$ cat src/rtl/gpio_port.sv
// gpio_port: memory-mapped GPIO block with data/direction registers, a
// synchronised pin input and an optional rising-edge interrupt unit.
// Optional feature macro: GPIO_IRQ_EN (adds IMASK/ISTAT, edge detection,
// startup arming and the IRQ output; without it IRQ is tied low).
module gpio_port #(
    parameter int unsigned WIDTH       = 8,
    parameter int unsigned SYNC_STAGES = 2
) (
    input  logic             clk,
    input  logic             rst_n,
    input  logic [2:0]       addr,
    input  logic             wr_en,
    input  logic             rd_en,
    input  logic [WIDTH-1:0] data_in,
    output logic [WIDTH-1:0] data_out,
    input  logic [WIDTH-1:0] pad_in,
    output logic [WIDTH-1:0] pad_out,
    output logic [WIDTH-1:0] pad_oe,
    output logic             irq
);

    localparam logic [2:0] ADDR_DATA     = 3'd0;
    localparam logic [2:0] ADDR_DIR      = 3'd1;
    localparam logic [2:0] ADDR_PIN      = 3'd2;
    localparam logic [2:0] ADDR_IMASK    = 3'd3;
    localparam logic [2:0] ADDR_ISTAT    = 3'd4;
    localparam logic [2:0] ADDR_DATA_SET = 3'd5;
    localparam logic [2:0] ADDR_DATA_CLR = 3'd6;

    logic [WIDTH-1:0] data_q;
    logic [WIDTH-1:0] dir_q;
    logic [WIDTH-1:0] sync_q [SYNC_STAGES];
    logic [WIDTH-1:0] pin;
    logic [WIDTH-1:0] rd_data;

    logic wr_data;
    logic wr_dir;
    logic wr_set;
    logic wr_clr;

    assign wr_data = wr_en && (addr == ADDR_DATA);
    assign wr_dir  = wr_en && (addr == ADDR_DIR);
    assign wr_set  = wr_en && (addr == ADDR_DATA_SET);
    assign wr_clr  = wr_en && (addr == ADDR_DATA_CLR);

    assign pin     = sync_q[SYNC_STAGES-1];
    assign pad_out = data_q;
    assign pad_oe  = dir_q;

    // Output data register with direct, set and clear write ports
    always_ff @(posedge clk or negedge rst_n) begin
        if (!rst_n) begin
            data_q <= '0;
        end else if (wr_data) begin
            data_q <= data_in;
        end else if (wr_set) begin
            data_q <= data_q | data_in;
        end else if (wr_clr) begin
            data_q <= data_q & ~data_in;
        end
    end

    // Direction register, 1 = pin driven
    always_ff @(posedge clk or negedge rst_n) begin
        if (!rst_n) begin
            dir_q <= '0;
        end else if (wr_dir) begin
            dir_q <= data_in;
        end
    end

    // Per-bit metastability chain on the asynchronous pad inputs
    always_ff @(posedge clk or negedge rst_n) begin
        if (!rst_n) begin
            for (int i = 0; i < int'(SYNC_STAGES); i++) begin
                sync_q[i] <= '0;
            end
        end else begin
            sync_q[0] <= pad_in;
            for (int i = 1; i < int'(SYNC_STAGES); i++) begin
                sync_q[i] <= sync_q[i-1];
            end
        end
    end

`ifdef GPIO_IRQ_EN
    typedef enum logic {
        ARMING = 1'b0,
        RUN    = 1'b1
    } state_t;

    localparam int unsigned CNT_W = 3;

    state_t           state;
    logic [CNT_W-1:0] arm_cnt;
    logic [WIDTH-1:0] pin_prev;
    logic [WIDTH-1:0] imask_q;
    logic [WIDTH-1:0] istat_q;
    logic [WIDTH-1:0] edge_hit;
    logic [WIDTH-1:0] w1c_mask;

    // Edges only count on inputs, and only once the sync chain has settled
    assign edge_hit = (state == RUN) ? (pin & ~pin_prev & ~dir_q) : '0;
    assign w1c_mask = (wr_en && (addr == ADDR_ISTAT)) ? data_in : '0;

    // Startup sequencer: hold off detection for SYNC_STAGES+1 cycles
    always_ff @(posedge clk or negedge rst_n) begin
        if (!rst_n) begin
            state   <= ARMING;
            arm_cnt <= '0;
        end else begin
            case (state)
                ARMING: begin
                    if (arm_cnt == CNT_W'(SYNC_STAGES)) begin
                        state <= RUN;
                    end else begin
                        arm_cnt <= arm_cnt + CNT_W'(1);
                    end
                end
                RUN:     state <= RUN;
                default: state <= ARMING;
            endcase
        end
    end

    // Pin history always tracks, so a DIR 1->0 change sees no stale edge
    always_ff @(posedge clk or negedge rst_n) begin
        if (!rst_n) begin
            pin_prev <= '0;
        end else begin
            pin_prev <= pin;
        end
    end

    // Interrupt mask register
    always_ff @(posedge clk or negedge rst_n) begin
        if (!rst_n) begin
            imask_q <= '0;
        end else if (wr_en && (addr == ADDR_IMASK)) begin
            imask_q <= data_in;
        end
    end

    // Interrupt status: W1C, with a same-cycle edge winning over the clear
    always_ff @(posedge clk or negedge rst_n) begin
        if (!rst_n) begin
            istat_q <= '0;
        end else begin
            istat_q <= (istat_q & ~w1c_mask) | edge_hit;
        end
    end

    // Level interrupt from any unmasked pending status bit
    always_ff @(posedge clk or negedge rst_n) begin
        if (!rst_n) begin
            irq <= 1'b0;
        end else begin
            irq <= |(istat_q & imask_q);
        end
    end
`else
    assign irq = 1'b0;
`endif

    // Read mux over current register contents (pre-write on simultaneous access)
    always_comb begin
        rd_data = '0;
        case (addr)
            ADDR_DATA:  rd_data = data_q;
            ADDR_DIR:   rd_data = dir_q;
            ADDR_PIN:   rd_data = pin;
`ifdef GPIO_IRQ_EN
            ADDR_IMASK: rd_data = imask_q;
            ADDR_ISTAT: rd_data = istat_q;
`endif
            default:    rd_data = '0;
        endcase
    end

    // Registered read data, held until the next read strobe
    always_ff @(posedge clk or negedge rst_n) begin
        if (!rst_n) begin
            data_out <= '0;
        end else if (rd_en) begin
            data_out <= rd_data;
        end
    end

endmodule

$ cat config.mk
export PLATFORM = sky130hd
export DESIGN_NAME = gpio_port
export DESIGN_NICKNAME = d
export VERILOG_FILES = /design/src/rtl/gpio_port.sv
export SDC_FILE = /design/constraint.sdc
export NUM_CORES = 1
export LEC_CHECK = 0
export ABC_AREA = 1
export BUFFER_PORTS_ARGS = -buffer_cell sky130_fd_sc_hd__buf_2
export CORE_UTILIZATION = 50
export DETAILED_ROUTE_END_ITERATION = 16
export GPL_TIMING_DRIVEN = 0
export PLACE_DENSITY = 0.77
export SLEW_MARGIN = 20
export SYNTH_ARGS = -nofsm -noshare
export SYNTH_HDL_FRONTEND = slang
export SYNTH_SLANG_ARGS = --single-unit
$ cat constraint.sdc
create_clock -name clk -period 0.9 [get_ports clk]
set_input_delay 0.135 -clock clk [delete_from_list [all_inputs] [get_ports clk]]
set_output_delay 0.135 -clock clk [all_outputs]
set_load 0.01 [all_outputs]
==> results.toml, run 1 <==
[synth]
synth-adder-area-share = 0
post_synth_and_or_nand_nor_area_fraction = 0.314
syn_inst = 183
synth-compound-area-share = 0.0419
synth.yosys.seq_area_share = 0.598
syn_area_um2 = 1670
synth_top_family_by_area = "simple AND/OR/NAND/NOR gates"
yosysWarnings = 0
synth_cell_types = 16
synth-seq-cells = 40
synth-xor-area-share = 0
synthMuxAreaShare = 0
synth_nets = 206
syn_area_per_cell_um2 = 9.14

[grt]
grt_usage = 0.253
grt_pass1_vias = 1498
grt_max_degree = 41
antenna_found_initial = 0
grt-ovfl-total = 0
grt_pass1_wl_mm = 6.44

[placed_design]
place_area_um2 = 1960
port_buffers = 45
place_ws_ns = -0.268
gp_congestion = 0.841
hpwl_mm = 2.42
dp.cells = 272

[route]
drt_first_pass_iters = 6
ant_nets = 0
drtIter0Drc = 66
post-route-drc-count = 0
avgRoutedWirePerCell_um = 13.0
via_per_inst = 4.89
wl_mm = 4.19
via_count = 1575

[job]
maxCapViolations = 0

[setup_path]
path_class = "flip-flop to output port"
reg2reg_slack_ns = -0.02
path_cells = "buf_6"
critPathRequiredTime_ns = 0.76
worstSetupEndpoint = "pad_out[2]"
cp_slowest_cell = "dfrtp_1"
end_kind = "output port"
critPathMaxStageDelay_ns = 0.43
critical_path_peak_fanout = 2
reg2reg_depth = 5
cp_num_buf_inv = 1
r2r-start = "pad_oe[0]"
startpoint_type = "flip-flop"
worst-path-stages = 1
rr_endpoint = "data_out[0]"
crit_family = "flip-flops"
cp.arrival_ns = 0.93

[cts]
clk_latency_ns = 0.36
clock_path_buffers = 2
cts.sinks = 40
cts_tree = "built"
cts.hold.buffers_added = 15
numCtsBuffers = 5
cts_root_buffer = "clkbuf_4"
clkTransAtPathRegs_ns = 0.11
h-tree-depth = 2

[timing]
worst_pin_slew_ns = 0.844
hold_violations = 40
fin_crit_ns = 1.06
rsz0062_at_grt = "yes"
worst_slack_ns = -0.164
finalSetupViolCount = 29
fin_crit_sh = 1.18
fmax_mhz = 939
relSlewSlack = 0.437
holdWs_ns = -0.125
clock_skew_ns = 0.00905
finalMaxSlewViolations = 0

[floorplanning]
die_h_um = 59.8
dieArea_um2 = 3580
core_um2 = 3100
rows = 20
initial_core_util = 0.539
ios = 48
die_width_um = 59.8

[finish]
layout.cells.non_filler = 322
fin_area_um2 = 2520
drive_gt1_frac = 0.435
final_nets = 300
postLayoutCoreUtil = 0.811
insertedDiodeCount = 0
synthToLayoutAreaGrowth_pct = 50.5

[hold_path]
hp-class = "input pin to asynchronous set/reset pin"

[pwr]
power_uw = 4620
cellPowerDensity_nw_per_um2 = 1830
max-vdd-ir-drop_v = 0.00147
p_leak_uw = 0.00140

[outcome]
run_status = "complete, but fails checks"
violations = "hold timing, setup timing"
## how the worst min path moves through the flow
stage                                       to  startpoint  depth (start not counted)  slack [ns]
floorplan           asynchronous set/reset pin       rst_n                          0       -0.16
CTS                 asynchronous set/reset pin       rst_n                          1       -0.09
global placement                    sync_q[14]   pad_in[6]                          1        0.24
finish                             data_out[5]       rst_n                          1       -0.12
global route                         sync_q[8]       rst_n                          1       -0.05
detailed placement                  sync_q[14]   pad_in[6]                          1        0.24
## cells in the final DEF, fill, tap and decap left out, types with 3 or more instances in the layout
cell | synthesis | layout
o21ai_2 | 8 | 8
buf_2 | 1 | 43
nand2_1 | 90 | 83
nand3_4 | 2 | 3
dfrtp_1 | 40 | 40
buf_6 | 1 | 11
clkbuf_4 | 0 | 5
dlygate4sd3_1 | 0 | 15
nand3_1 | 16 | 3
nand3_2 | 0 | 12
inv_1 | 12 | 11
buf_4 | 1 | 21
nand2_2 | 4 | 11
## final cells by class
| cell class | instances | area, µm² |
|---|---|---|
| clock buffer | 6 | 41.3 |
| sequential | 40 | 1000 |
| buffer | 4 | 33.8 |
| inverter | 12 | 45.0 |
| multi-input combinational | 127 | 689 |
| tap | 44 | 55.1 |
| fill | 211 | 586 |
| clock inverter | 2 | 35.0 |
| timing repair buffer | 87 | 617 |
## per-layer routing
layer | GRT usage | share of wire
met1 | 0.304 | 0.39
met2 | 0.421 | 0.53
met3 | 0.0563 | 0.049
met4 | 0.136 | 0.029
met5 | 0 | 0
## per-stage QoR
stage | setup TNS (ns) | hold WS, ns
global route | -4.33 | -0.0521
finish | -3.22 | -0.125
detailed placement | -4.23 | 0.245
CTS | -3.17 | -0.0950
global placement | -3.92 | 0.243
floorplan | 0 | -0.161
## what timing repair did
action,CTS,global route
resized for setup,1,31
pin swaps,2,16
hold endpoints to repair,55,40
endpoints found under the setup margin,24,38
setup buffers,20,8
## synthesized netlist by cell type, drive strengths merged
| library cell | n | area share |
|---|---|---|
| nand3 | 18 | 0.069 |
| buf | 3 | 0.014 |
| nand2 | 95 | 0.22 |
| conb | 1 | 0.0022 |
| o21ai | 8 | 0.042 |
| dfrtp | 40 | 0.60 |
| nor2 | 5 | 0.022 |
| clkbuf | 1 | 0.0022 |
| inv | 12 | 0.027 |
## cell families after synthesis
family / after synthesis
buffers and inverters: 16
AND/OR/NAND/NOR: 118
flip-flops: 40
other: 1
AO/OA/AOI/OAI: 8
## power by group
part / switching (µW) / internal (µW) / leakage [µW] / total [µW]
Combinational: 636 / 676 / 0.000864 / 1310
Clock: 574 / 582 / 0.0000422 / 1160
Sequential: 132 / 2020 / 0.000492 / 2150
Total: 1340 / 3280 / 0.00140 / 4620
No activity file was read; power rests on OpenSTA's default activity.
==> run 2: changes to the inputs <==
ABC_AREA = default   (was 1)
==> results.toml, run 2 <==
[timing]
fin_crit_ns = 1.07
relSlewSlack = 0.410
rsz0062_at_grt = "yes"
holdWs_ns = -0.110
finalMaxSlewViolations = 0
hold_violations = 40
worst_pin_slew_ns = 0.885
fin_crit_sh = 1.19
finalSetupViolCount = 44
fmax_mhz = 936
worst_slack_ns = -0.169
clock_skew_ns = 0.00550

[cts]
cts_root_buffer = "clkbuf_4"
clock_path_buffers = 2
cts.sinks = 40
clkTransAtPathRegs_ns = 0.11
numCtsBuffers = 5
h-tree-depth = 2
clk_latency_ns = 0.35
cts_tree = "built"
cts.hold.buffers_added = 8

[synth]
yosysWarnings = 0
synth_edf_count = 0
synth.yosys.seq_area_share = 0.581
yosysMostFrequentCell = "dfrtp_1"
synth_cell_types = 22
synth.area.top_cells = "dfrtp_1 58%, a21oi_1 6.7%, mux2i_1 4.6%"
yosysTopAreaCellShare = 0.581
syn_area_um2 = 1720
synth_nets = 171
ys_top_cells_by_count = "40 x dfrtp_1, 23 x a21oi_1, 9 x nand3b_1"
synth_ff_type = "dfrtp_1"
syn_inst = 148
synth-seq-cells = 40
async_flop_share = 1.00
yosys.area.top_type = "dfrtp_1"
syn_area_per_cell_um2 = 11.6

[route]
dr_wl_met3_um = 407
ant_nets = 0
via_count = 1616
drtIter0Drc = 122
drt_first_pass_iters = 10
met2_length_mm = 2.69
avgRoutedWirePerCell_um = 18.4
wl_mm = 5.23
routed.top_layer = "met4"
met1_length_mm = 2.01
via_per_inst = 5.69
post-route-drc-count = 1

[grt]
grt_pass1_wl_mm = 7.25
grt_max_degree = 41
grt_pass1_vias = 1527
grt_usage = 0.284
grt-ovfl-total = 0
antenna_found_initial = 0

[setup_path]
path_cells = "buf_2"
end_kind = "output port"
cp_slowest_cell = "dfrtp_1"
crit_family = "flip-flops"
worst-path-stages = 1
critPathRequiredTime_ns = 0.76
reg2reg_depth = 4
cp.arrival_ns = 0.93
critPathMaxStageDelay_ns = 0.43
path_class = "flip-flop to output port"
rr_endpoint = "data_out[5]"
cp_num_buf_inv = 1
startpoint_type = "flip-flop"
worstSetupEndpoint = "pad_out[4]"
reg2reg_slack_ns = -0.17
critical_path_peak_fanout = 3

[placed_design]
hpwl_mm = 2.63
port_buffers = 44
gp_congestion = 0.811
place_area_um2 = 2050

[pwr]
p_leak_uw = 0.00125
cellPowerDensity_nw_per_um2 = 1580
max-vdd-ir-drop_v = 0.00114
power_uw = 4280

[finish]
synthToLayoutAreaGrowth_pct = 56.9
fill_cells = 165
drive_gt1_frac = 0.567
fin_area_um2 = 2700
insertedDiodeCount = 0
layout_common_cells = "39 x dfrtp_1, 39 x buf_2, 25 x buf_6"
final_nets = 262

[floorplanning]
core_um2 = 3150
initial_core_util = 0.546
dieArea_um2 = 3680
die_h_um = 60.7
die_width_um = 60.7
ios = 48
rows = 20

[outcome]
violations = "DRC, hold timing, setup timing"
run_status = "complete, but fails checks"

[job]
maxCapViolations = 0

[hold_path]
hp-class = "input pin to asynchronous set/reset pin"
run 2: cells by family (layout without fill, tap and decap cells):
| kind of cell | Yosys count | after routing | share of synthesized area |
|---|---|---|---|
| multiplexers | 16 | 16 | 0.0988 |
| buffers and inverters | 20 | 112 | 0.0646 |
| AND/OR/NAND/NOR | 31 | 31 | 0.118 |
| flip-flops | 40 | 40 | 0.581 |
| AO/OA/AOI/OAI | 40 | 40 | 0.136 |
| other | 1 | 1 | 0.00218 |
run 2: worst reg2reg max path: cells and delay by family, from the launching register on:
kind,cells,cell delay [ns]
flops,1,0.42
mux,1,0.16
compound gates,2,0.22
buf+inv,1,0.13
run 2: how the worst min path moves through the flow:
stage / endpoint / cells after the start
after floorplan: asynchronous set/reset pin / 0
after global placement: sync_q[9] / 1
after detailed placement: sync_q[14] / 1
after CTS: pad_oe[1] / 1
after global routing: asynchronous set/reset pin / 1
final: pin[6] / 1
run 2: metrics by stage:
step	TNS, ns	cells	setup WS, ns	utilization
detailed placement	-11.23	236	-0.652	0.650
global placement	-10.76	236	-0.626	0.650
finish	-4.67	284	-0.169	0.858
floorplan	-4.66	148	-0.311	-
CTS	-4.16	279	-0.158	0.783
global route	-6.14	284	-0.210	0.858
run 2: cell type report:
class	count	area, µm²	share of cell area
Multi-Input combinational cell	88	788	0.292
Inverter	8	30.0	0.0111
Buffer	8	60.1	0.0222
Tap cell	44	55.1	0.0204
Timing Repair Buffer	88	709	0.262
Clock buffer	8	58.8	0.0217
Sequential cell	40	1000	0.371
run 2: repair_timing:
action                                  CTS  global route
endpoints found under the setup margin   48            48
cloned                                    0             0
endpoints found under the hold margin    48            40
pin swaps                                 6            15
setup buffers                            30             6
gates resized for setup                  19            45
run 2: routing by layer:
layer / global-route usage / vias to the layer above
li1: - / 702
met1: 0.341 / 800
met2: 0.488 / 99
met3: 0.0725 / 15
met4: 0.117 / 0
met5: 0 / -
run 2: where the power goes:
| part | internal, µW | total (µW) | switching [µW] |
|---|---|---|---|
| clock | 386 | 954 | 568 |
| combinational | 694 | 1250 | 556 |
| sequential | 1960 | 2070 | 112 |
==> run 3: changes to the inputs <==
clock period = 1.1 ns   (was 0.9 ns; I/O delays follow)
==> results.toml, run 3 (same netlist as run 2, synthesis figures left out) <==
[outcome]
run_status = "complete, but fails checks"
violations = "hold timing"

[grt]
grt-ovfl-total = 0
grt_use_met2 = 0.411
gr-usage-met3 = 0.0597
met1_usage = 0.304
antenna_found_initial = 0
globalRoute.busiestLayer = "met2"
grt_max_degree = 41
grt_usage = 0.253
grt_pass1_wl_mm = 6.46
grt_pass1_vias = 1456

[setup_path]
crit_family = "flip-flops"
cp_num_buf_inv = 1
startpoint_type = "flip-flop"
path_class = "flip-flop to output port"
reg2reg_slack_ns = 0.05
worstSetupEndpoint = "pad_out[0]"
critPathMaxStageDelay_ns = 0.42
path_cells = "buf_2"
cp_slowest_cell = "dfrtp_1"
critPathRequiredTime_ns = 0.94
critical_path_peak_fanout = 2
rr_endpoint = "data_out[5]"
reg2reg_depth = 4
worst-path-stages = 1
end_kind = "output port"
cp.arrival_ns = 0.92

[floorplanning]
die_h_um = 60.7
core_um2 = 3150
die_width_um = 60.7
ios = 48
rows = 20
initial_core_util = 0.546
dieArea_um2 = 3680

[pwr]
max-vdd-ir-drop_v = 0.00112
p_leak_uw = 0.00113
cellPowerDensity_nw_per_um2 = 1480

[finish]
fin_area_um2 = 2380
synthToLayoutAreaGrowth_pct = 37.9
final_nets = 248
postLayoutCoreUtil = 0.754
drive_gt1_frac = 0.438
layout_commonest_cell = "buf_2"
layout_common_cells = "44 x buf_2, 37 x dfrtp_1, 18 x buf_4"
insertedDiodeCount = 0

[hold_path]
hp-class = "input pin to asynchronous set/reset pin"

[timing]
finalMaxSlewViolations = 0
worst_pin_slew_ns = 0.910
relSlewSlack = 0.394
worst_slack_ns = 0.0177
fmax_mhz = 924
holdWs_ns = -0.0657
fin_crit_sh = 0.984
fin_setup_tns_ns = 0
finalSetupViolCount = 0
rsz0062_at_grt = "yes"
hold_violations = 40
fin_crit_ns = 1.08
clock_skew_ns = 0.00535

[route]
drtIter0Drc = 62
avgRoutedWirePerCell_um = 15.9
via_count = 1477
via_per_inst = 5.47
post-route-drc-count = 0
wl_mm = 4.28
ant_nets = 0
drt_first_pass_iters = 4

[cts]
h-tree-depth = 2
cts.hold.buffers_added = 8
cts.sinks = 40
clkTransAtPathRegs_ns = 0.12
clk_latency_ns = 0.34
numCtsBuffers = 5
cts_tree = "built"
cts_root_buffer = "clkbuf_4"
clock_path_buffers = 2

[placed_design]
port_buffers = 44
gp_congestion = 0.761
hpwl_mm = 2.71
place_ws_ns = -0.518
place_area_um2 = 2040

[job]
maxCapViolations = 0
## run 3: cell types whose count changed in the layout (fill, tap and decap cells not counted), moves of 3 or more
cell,previous run,this run
nor3_1,3,8
buf_2,39,44
a21oi_1,3,16
nor3_2,5,0
buf_6,25,6
mux2i_1,4,8
mux2_4,4,1
a21oi_4,3,0
mux2i_2,3,0
a21oi_2,18,8
## run 3: through the flow
| step | instances | power (µW) |
|---|---|---|
| 5_1_grt | 270 | 3660 |
| 3_5_place_dp | 236 | 2320 |
| 2_1_floorplan | 148 | 2050 |
| 6_report | 270 | 3510 |
| 4_1_cts | 264 | 3440 |
| 3_3_place_gp | 236 | 2290 |
## run 3: power by group
part,internal [µW],switching (µW),total (µW)
Combinational,392,356,749
Sequential,1610,77.7,1680
Clock,604,471,1070
Total,2600,905,3510
## run 3: layout make-up
type / instances / area, µm²
clock buffers: 7 / 65.1
multi-input cells: 88 / 648
plain buffers: 12 / 91.3
clock inverters: 1 / 30.0
repair buffers: 70 / 452
fillers: 231 / 777
inverters: 8 / 30.0
flip-flops and latches: 40 / 1000
well taps: 44 / 55.1
## run 3: routing by layer
| layer | routed length, µm | share of wire |
|---|---|---|
| met3 | 241 | 0.056 |
| met1 | 1780 | 0.42 |
| met2 | 2150 | 0.50 |
| met5 | 0 | 0 |
| met4 | 107 | 0.025 |
## run 3: timing repair
action	4_1_cts	5_1_grt
setup endpoints to repair	16	24
hold endpoints to repair	48	30
setup buffers	12	6
resized for setup	3	5
pin swaps	1	1
## run 3: worst min path at each step
| stage | startpoint | endpoint |
|---|---|---|
| after floorplan | rst_n | asynchronous set/reset pin |
| after global placement | pad_in[1] | sync_q[9] |
| after detailed placement | pad_in[0] | sync_q[8] |
| after CTS | rst_n | sync_q[14] |
| after global routing | rst_n | sync_q[14] |
| final | rst_n | sync_q[14] |
